### src/rtl/euler_pkg.sv
// Shared constants and types for the Euler problem output path.
// Holds default widths, ASCII codes and the printer state encoding.
package euler_pkg;

    localparam int DEFAULT_RESULT_W = 24;
    localparam int DEFAULT_DIGITS   = 8;

    localparam logic [7:0] ASCII_ZERO = 8'h30;
    localparam logic [7:0] ASCII_LF   = 8'h0A;

    typedef enum logic [2:0] {
        ST_IDLE    = 3'd0,
        ST_CONVERT = 3'd1,
        ST_SKIP    = 3'd2,
        ST_SEND    = 3'd3,
        ST_EOL     = 3'd4
    } state_e;

    function automatic logic [7:0] ascii_digit(input logic [3:0] d);
        return ASCII_ZERO + {4'h0, d};
    endfunction

endpackage

### src/rtl/bin2bcd_seq.sv
// Sequential double-dabble converter: one result bit per cycle, MSB first.
// done_o is high during the cycle whose rising edge performs the final step.
module bin2bcd_seq #(
    parameter int BIN_W  = 24,
    parameter int DIGITS = 8
) (
    input  logic                  clk,
    input  logic                  rst_n,
    input  logic                  start_i,
    input  logic [BIN_W-1:0]      bin_i,
    output logic [4*DIGITS-1:0]   bcd_o,
    output logic                  done_o
);

    localparam int BCD_W = 4 * DIGITS;
    localparam int CNT_W = $clog2(BIN_W + 1);

    logic [BIN_W-1:0] bin_q;
    logic [BCD_W-1:0] bcd_q, bcd_d, adj;
    logic [CNT_W-1:0] cnt_q;
    logic             active_q;

    // NOTE: every signal assigned in always_comb gets a default first, so no path can infer a latch.
    always_comb begin
        adj = bcd_q;
        for (int i = 0; i < DIGITS; i++) begin
            if (bcd_q[4*i +: 4] >= 4'd5) begin
                adj[4*i +: 4] = bcd_q[4*i +: 4] + 4'd3;
            end
        end
        bcd_d = {adj[BCD_W-2:0], bin_q[BIN_W-1]};
    end

    // NOTE: sequential state uses non-blocking assignments so every register samples pre-edge values.
    always_ff @(posedge clk or negedge rst_n) begin
        if (!rst_n) begin
            bin_q    <= '0;
            bcd_q    <= '0;
            cnt_q    <= '0;
            active_q <= 1'b0;
        end else if (start_i) begin
            bin_q    <= bin_i;
            bcd_q    <= '0;
            cnt_q    <= CNT_W'(BIN_W);
            active_q <= 1'b1;
        end else if (active_q) begin
            bin_q <= bin_q << 1;
            bcd_q <= bcd_d;
            cnt_q <= cnt_q - CNT_W'(1);
            if (cnt_q == CNT_W'(1)) begin
                active_q <= 1'b0;
            end
        end
    end

    assign bcd_o  = bcd_q;
    assign done_o = active_q && (cnt_q == CNT_W'(1));

endmodule

### src/rtl/euler_result_printer.sv
// Converts a solver result to decimal and streams it as ASCII bytes plus LF.
// Leading zeros are suppressed, but at least one digit is always printed.
module euler_result_printer
    import euler_pkg::*;
#(
    parameter int RESULT_W = DEFAULT_RESULT_W,
    parameter int DIGITS   = DEFAULT_DIGITS
) (
    input  logic                clk,
    input  logic                reset,
    input  logic                results_valid,
    input  logic [RESULT_W-1:0] results,
    output logic                busy,
    output logic                char_valid,
    output logic [7:0]          char_data,
    input  logic                char_ready,
    output logic                done,
    output logic                overrun
);

    localparam int BCD_W = 4 * DIGITS;
    localparam int REM_W = $clog2(DIGITS + 1);

    state_e           state_q, state_d;
    logic [BCD_W-1:0] digits_q, digits_d;
    logic [REM_W-1:0] rem_q, rem_d;
    logic             first_q;
    logic             done_q, done_d;
    logic             overrun_q;

    logic             capture, conv_done, char_fire, skip_zero;
    logic [BCD_W-1:0] bcd, skip_src;

    assign capture   = (state_q == ST_IDLE) && results_valid;
    assign char_fire = char_valid && char_ready;

    // The converter result lands on the same edge that enters SKIP, so the first
    // SKIP cycle reads it directly instead of waiting for a copy.
    assign skip_src  = first_q ? bcd : digits_q;
    assign skip_zero = (skip_src[BCD_W-1 -: 4] == 4'd0) && (rem_q > REM_W'(1));

    bin2bcd_seq #(
        .BIN_W  (RESULT_W),
        .DIGITS (DIGITS)
    ) u_bin2bcd (
        .clk     (clk),
        .rst_n   (reset),
        .start_i (capture),
        .bin_i   (results),
        .bcd_o   (bcd),
        .done_o  (conv_done)
    );

    always_ff @(posedge clk or negedge reset) begin
        if (!reset) begin
            state_q <= ST_IDLE;
        end else begin
            state_q <= state_d;
        end
    end

    always_comb begin
        state_d = state_q;
        unique case (state_q)
            ST_IDLE:    if (results_valid)                      state_d = ST_CONVERT;
            ST_CONVERT: if (conv_done)                          state_d = ST_SKIP;
            ST_SKIP:    if (!skip_zero)                         state_d = ST_SEND;
            ST_SEND:    if (char_fire && rem_q == REM_W'(1))    state_d = ST_EOL;
            ST_EOL:     if (char_fire)                          state_d = ST_IDLE;
            default:                                            state_d = ST_IDLE;
        endcase
    end

    always_comb begin
        busy       = (state_q != ST_IDLE);
        char_valid = (state_q == ST_SEND) || (state_q == ST_EOL);
        char_data  = 8'h00;
        if (state_q == ST_SEND) begin
            char_data = ascii_digit(digits_q[BCD_W-1 -: 4]);
        end else if (state_q == ST_EOL) begin
            char_data = ASCII_LF;
        end
        done    = done_q;
        overrun = overrun_q;
    end

    always_comb begin
        digits_d = digits_q;
        rem_d    = rem_q;
        done_d   = (state_q == ST_EOL) && char_fire;
        unique case (state_q)
            ST_CONVERT: rem_d = REM_W'(DIGITS);
            ST_SKIP: begin
                if (skip_zero) begin
                    digits_d = skip_src << 4;
                    rem_d    = rem_q - REM_W'(1);
                end else begin
                    digits_d = skip_src;
                end
            end
            ST_SEND: begin
                if (char_fire) begin
                    digits_d = digits_q << 4;
                    rem_d    = rem_q - REM_W'(1);
                end
            end
            default: ;
        endcase
    end

    always_ff @(posedge clk or negedge reset) begin
        if (!reset) begin
            digits_q  <= '0;
            rem_q     <= '0;
            first_q   <= 1'b0;
            done_q    <= 1'b0;
            overrun_q <= 1'b0;
        end else begin
            digits_q  <= digits_d;
            rem_q     <= rem_d;
            first_q   <= conv_done;
            done_q    <= done_d;
            overrun_q <= overrun_q | (results_valid && busy);
        end
    end

endmodule

### config.mk
export PLATFORM = sky130hd
export DESIGN_NAME = euler_result_printer
export DESIGN_NICKNAME = d
export VERILOG_FILES = /design/src/rtl/euler_pkg.sv /design/src/rtl/bin2bcd_seq.sv /design/src/rtl/euler_result_printer.sv
export SDC_FILE = /design/constraint.sdc
export NUM_CORES = 1
export LEC_CHECK = 0
export ABC_AREA = 1
export CORE_MARGIN = 3
export CORE_UTILIZATION = 60
export DETAILED_ROUTE_END_ITERATION = 16
export PLACE_DENSITY = 0.81
export SLEW_MARGIN = 20
export SYNTH_ARGS = -nofsm -noshare
export SYNTH_HDL_FRONTEND = slang
export SYNTH_HIERARCHICAL = 1
export SYNTH_SLANG_ARGS = --single-unit
### constraint.sdc
create_clock -name clk -period 2.1 [get_ports clk]
set_input_delay 0.42 -clock clk [delete_from_list [all_inputs] [get_ports clk]]
set_output_delay 0.42 -clock clk [all_outputs]
set_load 0.02 [all_outputs]
Word-level counts from Yosys, hierarchy flattened. Index checks and enable logic that the tools add are counted.

Bits in registers: 104.

Add/sub/neg operators: 11. $lt $le $gt $ge: 9. Equality and inequality tests: 13. Mux-type cells: 32. Bitwise gates (word level): 1. Reduce and logical (&&, ||, !) cells: 17.

Operators with widths (count): 32-bit two-way mux (5); 32-bit one-hot mux with 2 select lines (1); 24-bit two-way mux (2); 4-bit two-way mux (10); 4-bit by 3-bit >= comparator with 1-bit output, second input constant (8); 4-bit by 2-bit adder with 4-bit output, second input constant (7); 3-bit two-way mux (6); 3-bit one-hot mux with 5 select lines (1); 2-bit inequality test, second input constant (7); 4-bit one-hot mux with 3 select lines (1); 5-bit two-way mux (2); 6-bit by 4-bit adder with 7-bit output, first input constant (1); 1-bit logical AND (7); 7-bit two-way mux (1); 3-bit by 2-bit equality test with 1-bit output, second input constant (2); 3-bit nonzero test (2); 5-bit by 1-bit equality test with 1-bit output, second input constant (1); 5-bit AND reduction (1); 5-bit by 1-bit subtractor with 5-bit output, second input constant (1); 4-bit by 1-bit equality test with 1-bit output, second input constant (1); 4-bit by 1-bit greater-than comparator with 1-bit output, second input constant (1); 4-bit logical NOT (1); 2-bit nonzero test (2); 4-bit by 1-bit subtractor with 4-bit output, second input constant (1); other kinds (9) (11).

Logic depth before layout (Yosys ltp). Gate-level depths: netlist of run 1.

Word-level depth: 6. Depth in mapped cells: 13.

By module. Netlist of run 1, hierarchy kept.

By module, submodules not included: bin2bcd_seq (instances 1, cells an instance 412, area an instance 3359.5 µm², sequential area each 1551.5 µm²); euler_result_printer (instances 1, cells an instance 443, area an instance 2990.4 µm², sequential area each 1051.0 µm²).

Worst setup path before layout of run 1. Ideal clock, no wire load.

Path type: reg-to-output. Start: register state_q[2]. End: output port char_data[1]. Arrival: 1.507 ns. Path slack: 0.173 ns. Cell stages (with the launch flop): 6. Cells stage by stage: dfrtp_1 > nor2_4 > nand2_1 > buf_2 > buf_2 > o21ai_0.

Cells in the longest elaborated chain, start to end: 3. Elaborated cells on any way between the ends: 4. Classes of those cells: eq/ne: 2; mux: 2.

RTL lines: from (decl) (RTL line euler_result_printer.sv:24) `state_e state_q, state_d;`; from (signal assigned) (RTL line euler_result_printer.sv:58) `state_q <= state_d;`; 3-bit equality test (RTL line euler_result_printer.sv:80) `end else if (state_q == ST_EOL) begin`; 4-bit two-way mux (RTL line euler_result_printer.sv:80); 7-bit two-way mux (*) (RTL line euler_result_printer.sv:78) `if (state_q == ST_SEND) begin`; to (decl) (RTL line euler_result_printer.sv:15) `output logic [7:0] char_data,`.

Mark *: on every way between the ends. The rest lies on a longest branch, timed or not.

Worst setup path in the final report of run 1.
Start: register state_q[1]. End: output port char_data[3].

Same word-level chain as after synthesis.

==> key figures, run 1 <==
Setup path
  • Crit path buf inv count: 2
  • Critical Path RT: 1.68 ns
  • Crit-path cells: inv_1 -> nor2_4 -> nand2_4 -> o21ai_0 -> clkdlybuf4s15_2
  • Critical path endpoint category: primary output
  • Critical Path Slowest Stage Cell: dfrtp_1
  • R2R cell count: 12
  • Worst setup startpoint: state_q[1]
  • Crit path launch type: flip-flop
  • Slowest stage delay, CP: roughly 0.40 ns
  • Worst r2r src: rem_q[0]
  • Reg2reg end: rem_q[0]
  • R2R Setup Slk: 0.19 ns
  • CP Class: reg2out
  • Critical Path End: char_data[3]
  • Worst path depth: 5
  • Critical Path Fanout Max: 8
  • Crit path max-delay family: flip-flops
  • Worst EP arrival: between 1.5 and 2 ns

STA
  • Max-slew violations: 0
  • Slew headroom: around two fifths
  • Final worst-path cycle share: 96.66%
  • Final setup vio count: 0
  • Final Hold Viols: 0
  • Worst Clk Skew: 0.01050 ns
  • Fin worst setup slack: 0.07018 ns
  • Fin crit period: 2.030 ns
  • Setup_tns: 0 ns
  • Peak Freq: 492.7 MHz
  • Least-Margin Pin Slew: ~0.9 ns

Placed design
  • DP Worst Slack: -0.03498 ns
  • Hpwl dp: 10590 um
  • Port bufs: 37
  • GP Congestion: between 0.9 and 1

Global route
  • Largest net degree at the start of global routing: between 100 and 150
  • GRT overflow: 0
  • Vias in the first global route: 5669
  • All-Layer GR Usage: about 27%
  • Initial antenna violation count: 0
  • Global-route wire length before repair: between 20000 and 30000 um

Clock network
  • CTS Root Cell: clkbuf_8
  • Clk_lat worst skew: roughly 0.38 ns
  • Clk buf depth: 2
  • CTS buffer count: 9
  • TritonCTS clock tree: yes
  • Worst-path clk slew: 0.11 ns
  • Post-CTS setup buffer count: 0
  • CTS Sinks: 104
  • H-tree levels: 3

Pwr
  • Pwr Total: 11.13 mW
  • Pwr Density: 1584 nW/um2
  • VDD IR max: about 0.00076 V
  • Static leakage: 3.453 nW

Final layout
  • Fraction of layout cells with a size suffix above 1: between 8 and 9%
  • NumNets Final: 926
  • Antenna diodes: 0
  • Syn-to-layout area delta: 10.68%

Detailed routing
  • Met2 wire len: 7355 um
  • Initial drt markers: 624
  • DRC errors left: 0
  • DR vias/cell: 5.847
  • DRT Pass-1 Iters: 5
  • Top routing layer in use: met4
  • Routed Antenna Nets: 0
  • Final WL: 15590 um
  • Vias post-DR: 5941
  • Met3 WL: ~1000 um
  • WL met1: 7027 um
  • Drt wl/cell: 15.34 um

Yosys
  • Top FF cell, synth: dfrtp_1
  • Netlist Area Pre-Place: 6350 um2
  • Unique cell type count in the Yosys netlist: 36
  • Synthesized instance count: 855
  • Async SR Flop Fraction: 100.0%
  • Post-synthesis sequential area ratio: 40.99%
  • Post-synth EDFFs: 0
  • Synth Register Bits: approximately 100
  • Avg Inst Size Synth: 7.427 um2
  • Yosys warnings: 6

Floorplan
  • Chip Height: 108.9 um
  • Row count: 36
  • Core area: 10040 um2
  • # IOs: 40
  • DIE WIDTH: 108.9 um
  • Die area: 11850 um2
  • Initial Util: about 63%

Min path
  • Min-Delay Path Class: in2async

Status
  • Outcome: complete, no violations

Flow run
  • Max_cap viols: 0
[cells in the mapped netlist (8+ instances only)]
master | number | area (um2)
nand4_1 | 18 | 112.6
nand3_1 | 95 | 475.5
buf_2 | 19 | 95.09
ha_1 | 20 | 250.2
a21oi_1 | 36 | 180.2
buf_6 | 10 | 112.6
o22ai_1 | 13 | 81.33
o221ai_1 | 12 | 105.1
dfrtp_1 | 104 | 2603
nor2_1 | 30 | 112.6
buf_4 | 8 | 60.06
o21ai_1 | 20 | 100.1
o21ai_0 | 48 | 240.2
nand2_1 | 250 | 938.4
inv_1 | 104 | 390.4
o21bai_1 | 8 | 60.06
[power breakdown]
part	switching, mW	leakage [nW]	internal (mW)
Combinational	4.02	2.04	2.20
Clock	0.764	0.105	0.604
Sequential	0.664	1.30	2.88
Total	5.45	3.45	5.68
[how the worst min path moves through the flow]
stage | start | to
finish | reset | rem_q[1]
detailed placement | digits_q[31] | digits_q[31]
global route | reset | digits_q[31]
CTS | reset | rem_q[1]
global placement | overrun | overrun
floorplan | reset | digits_q[0]
[sequential cells by signal, indices dropped and copies added, names as in the netlist]
name                count
done                    1
state_q                 3
digits_q               32
rem_q                   4
first_q                 1
u_bin2bcd/bin_q        24
u_bin2bcd/cnt_q         5
u_bin2bcd/bcd_o        32
u_bin2bcd/active_q      1
overrun                 1
[through the flow]
step	area [um2]	util (%)	std cells	hold slack, ns
CTS	7017	69.86	1016	0.1213
global route	7028	69.97	1016	0.1288
global placement	6807	67.76	1000	0.4607
floorplan	6354	-	856	0.1244
detailed placement	6807	67.76	1000	0.4764
finish	7028	69.97	1016	0.06432
[layout by cell type (no fill, tap or decap), drive strengths merged, types with 5 or more instances in the layout]
cell type,n
nand3,103
nand2,257
o221ai,12
o211ai,5
buf,20
o21bai,8
clkdlybuf4s50,28
a21oi,39
dfrtp,104
o21ai,74
o22ai,13
inv,115
ha,20
nand4,18
clkbuf,10
nor2,33
[cells by family after synthesis]
family,after synthesis,share of synthesized area [%]
AND/OR/NAND/NOR,417,28.99
AO/OA/AOI/OAI,156,14.52
buffers and inverters,156,11.37
flip-flops,104,40.99
adder cells (fa/ha/maj),20,3.941
XOR/XNOR,1,0.1380
other,1,0.05906
[final cells by class]
class	instances	area [um2]
multi-input cells	596	3042
fillers	835	3017
flip-flops and latches	104	2603
repair buffers	55	576.8
inverters	112	427.9
well taps	133	166.4
clock buffers	10	137.6
clock inverters	6	75.07
[routing by layer]
metal / global-route usage, % / vias up
met4: 6.583 / 0
met5: 0 / -
met1: 39.22 / 2832
met3: 4.322 / 21
li1: - / 2845
met2: 44.04 / 243
[repair_timing]
| action | CTS | global route |
|---|---|---|
| hold buffers | 0 | 0 |
| endpoints found under the setup margin | 8 | 25 |
| resized for setup | 15 | 8 |
| hold endpoints to repair | 0 | 0 |
(Power assumes the default switching activity.)
==> run 2, diff against run 1 <==
ABC_AREA = unset   (was 1)
CORE_UTILIZATION = 40   (was 60)
HOLD_SLACK_MARGIN = 0.1   (was unset)
PLACE_DENSITY = unset   (was 0.81)
==> key figures, run 2 <==
Setup path
  • Crit path launch type: flip-flop
  • Critical Path Fanout Max: 7
  • Critical path endpoint category: primary output
  • Critical Path RT: 1.68 ns
  • Worst EP arrival: about 1.6 ns
  • CP Class: reg2out
  • R2R cell count: 6

Yosys
  • Synth Register Bits: roughly 100
  • Synth cell count leaders: dfrtp_1, nand2_1, mux2i_1, o21ai_0, inv_1
  • XOR/XNOR Fraction of Synth Area: 1.446%
  • Compound-Gate Fraction of Synth Area: 16.98%
  • Avg Inst Size Synth: a little under 10 um2
  • Post-Synth Adder-Cell Area: 4.132%
  • Area leader, netlist: dfrtp_1
  • Post-synth EDFFs: 0
  • Netlist Area Pre-Place: 6056 um2
  • Largest family of logic cells by synthesized area: compound AO/OA/AOI/OAI gates
  • Simple-Gate Fraction of Synth Area: about 16%
  • Largest cells by area after synthesis: dfrtp_1, mux2i_1, nand2_1
  • Unique cell type count in the Yosys netlist: 60
  • Yosys warnings: 6
  • Synthesized instance count: between 600 and 700
  • Top-count cell post-synth: dfrtp_1
  • Mux contribution to synthesized area: 12.25%
  • Async SR Flop Fraction: between 90% and 100%
  • Post-synth top area share: 42.98%
  • Post-synthesis sequential area ratio: 42.98%
  • Top FF cell, synth: dfrtp_1

Placed design
  • Port bufs: 37
  • GP Congestion: approximately 0.84
  • Post-Place Cells: about 830
  • Hpwl dp: 9496 um
  • DP Worst Slack: -0.2182 ns
  • Placed Area: 6698 um2

Detailed routing
  • Vias post-DR: 4746
  • Initial drt markers: about 340
  • DRT Pass-1 Iters: 4
  • Drt wl/cell: 16.09 um
  • DR vias/cell: approximately 5.6
  • Routed Antenna Nets: 0
  • DRC errors left: 0
  • Final WL: 13740 um

Floorplan
  • Row count: 44
  • Chip Height: 129.0 um
  • Core area: 14700 um2
  • Initial Util: 41.20%
  • # IOs: 40
  • Die area: between 15000 and 20000 um2
  • DIE WIDTH: ~130 um

Final layout
  • NumNets Final: 713
  • Filler instances: 1368
  • Fraction of layout cells with a size suffix above 1: between 10% and 20%
  • Final std cells w/o fill: 854
  • Commonest cells after routing, fill and taps aside: dfrtp_1, nand2_1, mux2i_1, o21ai_0, clkdlybuf4s50_1
  • Finished Cell Area: about 7000 um2
  • Final Util: 47.74%
  • Most common cell after layout, fill and taps aside: dfrtp_1
  • Antenna diodes: 0
  • Syn-to-layout area delta: 15.87%

Clock network
  • Clk buf depth: 2
  • CTS Sinks: 104
  • TritonCTS clock tree: yes
  • CTS Root Cell: clkbuf_16
  • Worst-path clk slew: roughly 0.070 ns
  • CTS buffer count: 9
  • H-tree levels: 3
  • Clk_lat worst skew: 0.36 ns

STA
  • Fin worst setup slack: about 0.083 ns
  • Peak Freq: 495.8 MHz
  • Final hold slack: between 0.4 and 0.5 ns
  • Final worst-path cycle share: between 90 and 100%
  • Setup_tns: 0 ns
  • Worst Clk Skew: about 0.011 ns
  • Least-Margin Pin Slew: 0.5001 ns
  • Max-slew violations: 0
  • Slew headroom: about two thirds
  • Final Hold Viols: 0
  • Unrepaired setup endpoints after global routing: false
  • Fin crit period: 2.017 ns
  • Final setup vio count: 0

Global route
  • Global-route wire length before repair: roughly 23000 um
  • GRT overflow: 0
  • Initial antenna violation count: 0
  • Largest net degree at the start of global routing: 63
  • All-Layer GR Usage: 17.04%
  • Vias in the first global route: 4591

Pwr
  • Static leakage: 3.018 nW
  • Pwr Total: 9.661 mW
  • Pwr Density: 1377 nW/um2
  • VDD IR max: around 0.00066 V

Flow run
  • Max_cap viols: 0

Min path
  • Worst hold stages: 1
  • Min-Delay Path Class: reg2reg

Status
  • Outcome: complete, no violations
## run 2: path summary, 6_finish.rpt
check,from,slack [ns],to
setup / recovery,state_q[2],0.08,char_data[4]
hold / removal,overrun,0.47,overrun
setup reg to reg,first_q,0.22,digits_q[13]
hold reg to reg,overrun,0.47,overrun
max in group asynchronous,reset,0.99,u_bin2bcd/bin_q[4]
min in group asynchronous,reset,0.52,digits_q[14]
## run 2: area by class of cell
cell class | instances | area, um2 | area share, %
repair buffers | 70 | 669.4 | 9.540
clock buffers | 11 | 242.7 | 3.459
multi-input cells | 453 | 3124 | 44.53
flip-flops and latches | 104 | 2606 | 37.14
well taps | 184 | 230.2 | 3.281
inverters | 27 | 103.9 | 1.480
clock inverters | 5 | 40.04 | 0.5706
## run 2: cell families after synthesis
logic type	Yosys count
AOI/OAI and AO/OA	156
xor gates and xnor gates	10
adders and majority gates	20
buffers and inverters	68
DFF	104
muxes	71
other	1
and+or+nand+nor	194
## run 2: routing by layer
metal | track usage, % | part of all wire, %
met3 | 4.411 | 4.7
met5 | 0 | 0
met1 | 22.36 | 46
met2 | 28.08 | 48
met4 | 4.632 | 1.0
## run 2: timing repair
item / in CTS / in global routing
cloned: 0 / 1
endpoints found under the hold margin: 20 / 0
endpoints found under the setup margin: 8 / 15
gates resized for setup: 29 / 5
hold buffers: 1 / 0
pin swaps: 0 / 1
buffers inserted: 0 / 2
## run 2: power by group
group	internal (mW)	switching, mW
logic	2.06	2.33
clock network	0.846	0.775
registers	2.83	0.820
## run 2: worst max-delay path, cell delays in order (launching register included)
cell and delay, ns:
dfrtp_1 0.37, nand2b_1 0.15, or2_2 0.31, inv_4 0.10, clkdlybuf4s15_1 0.30
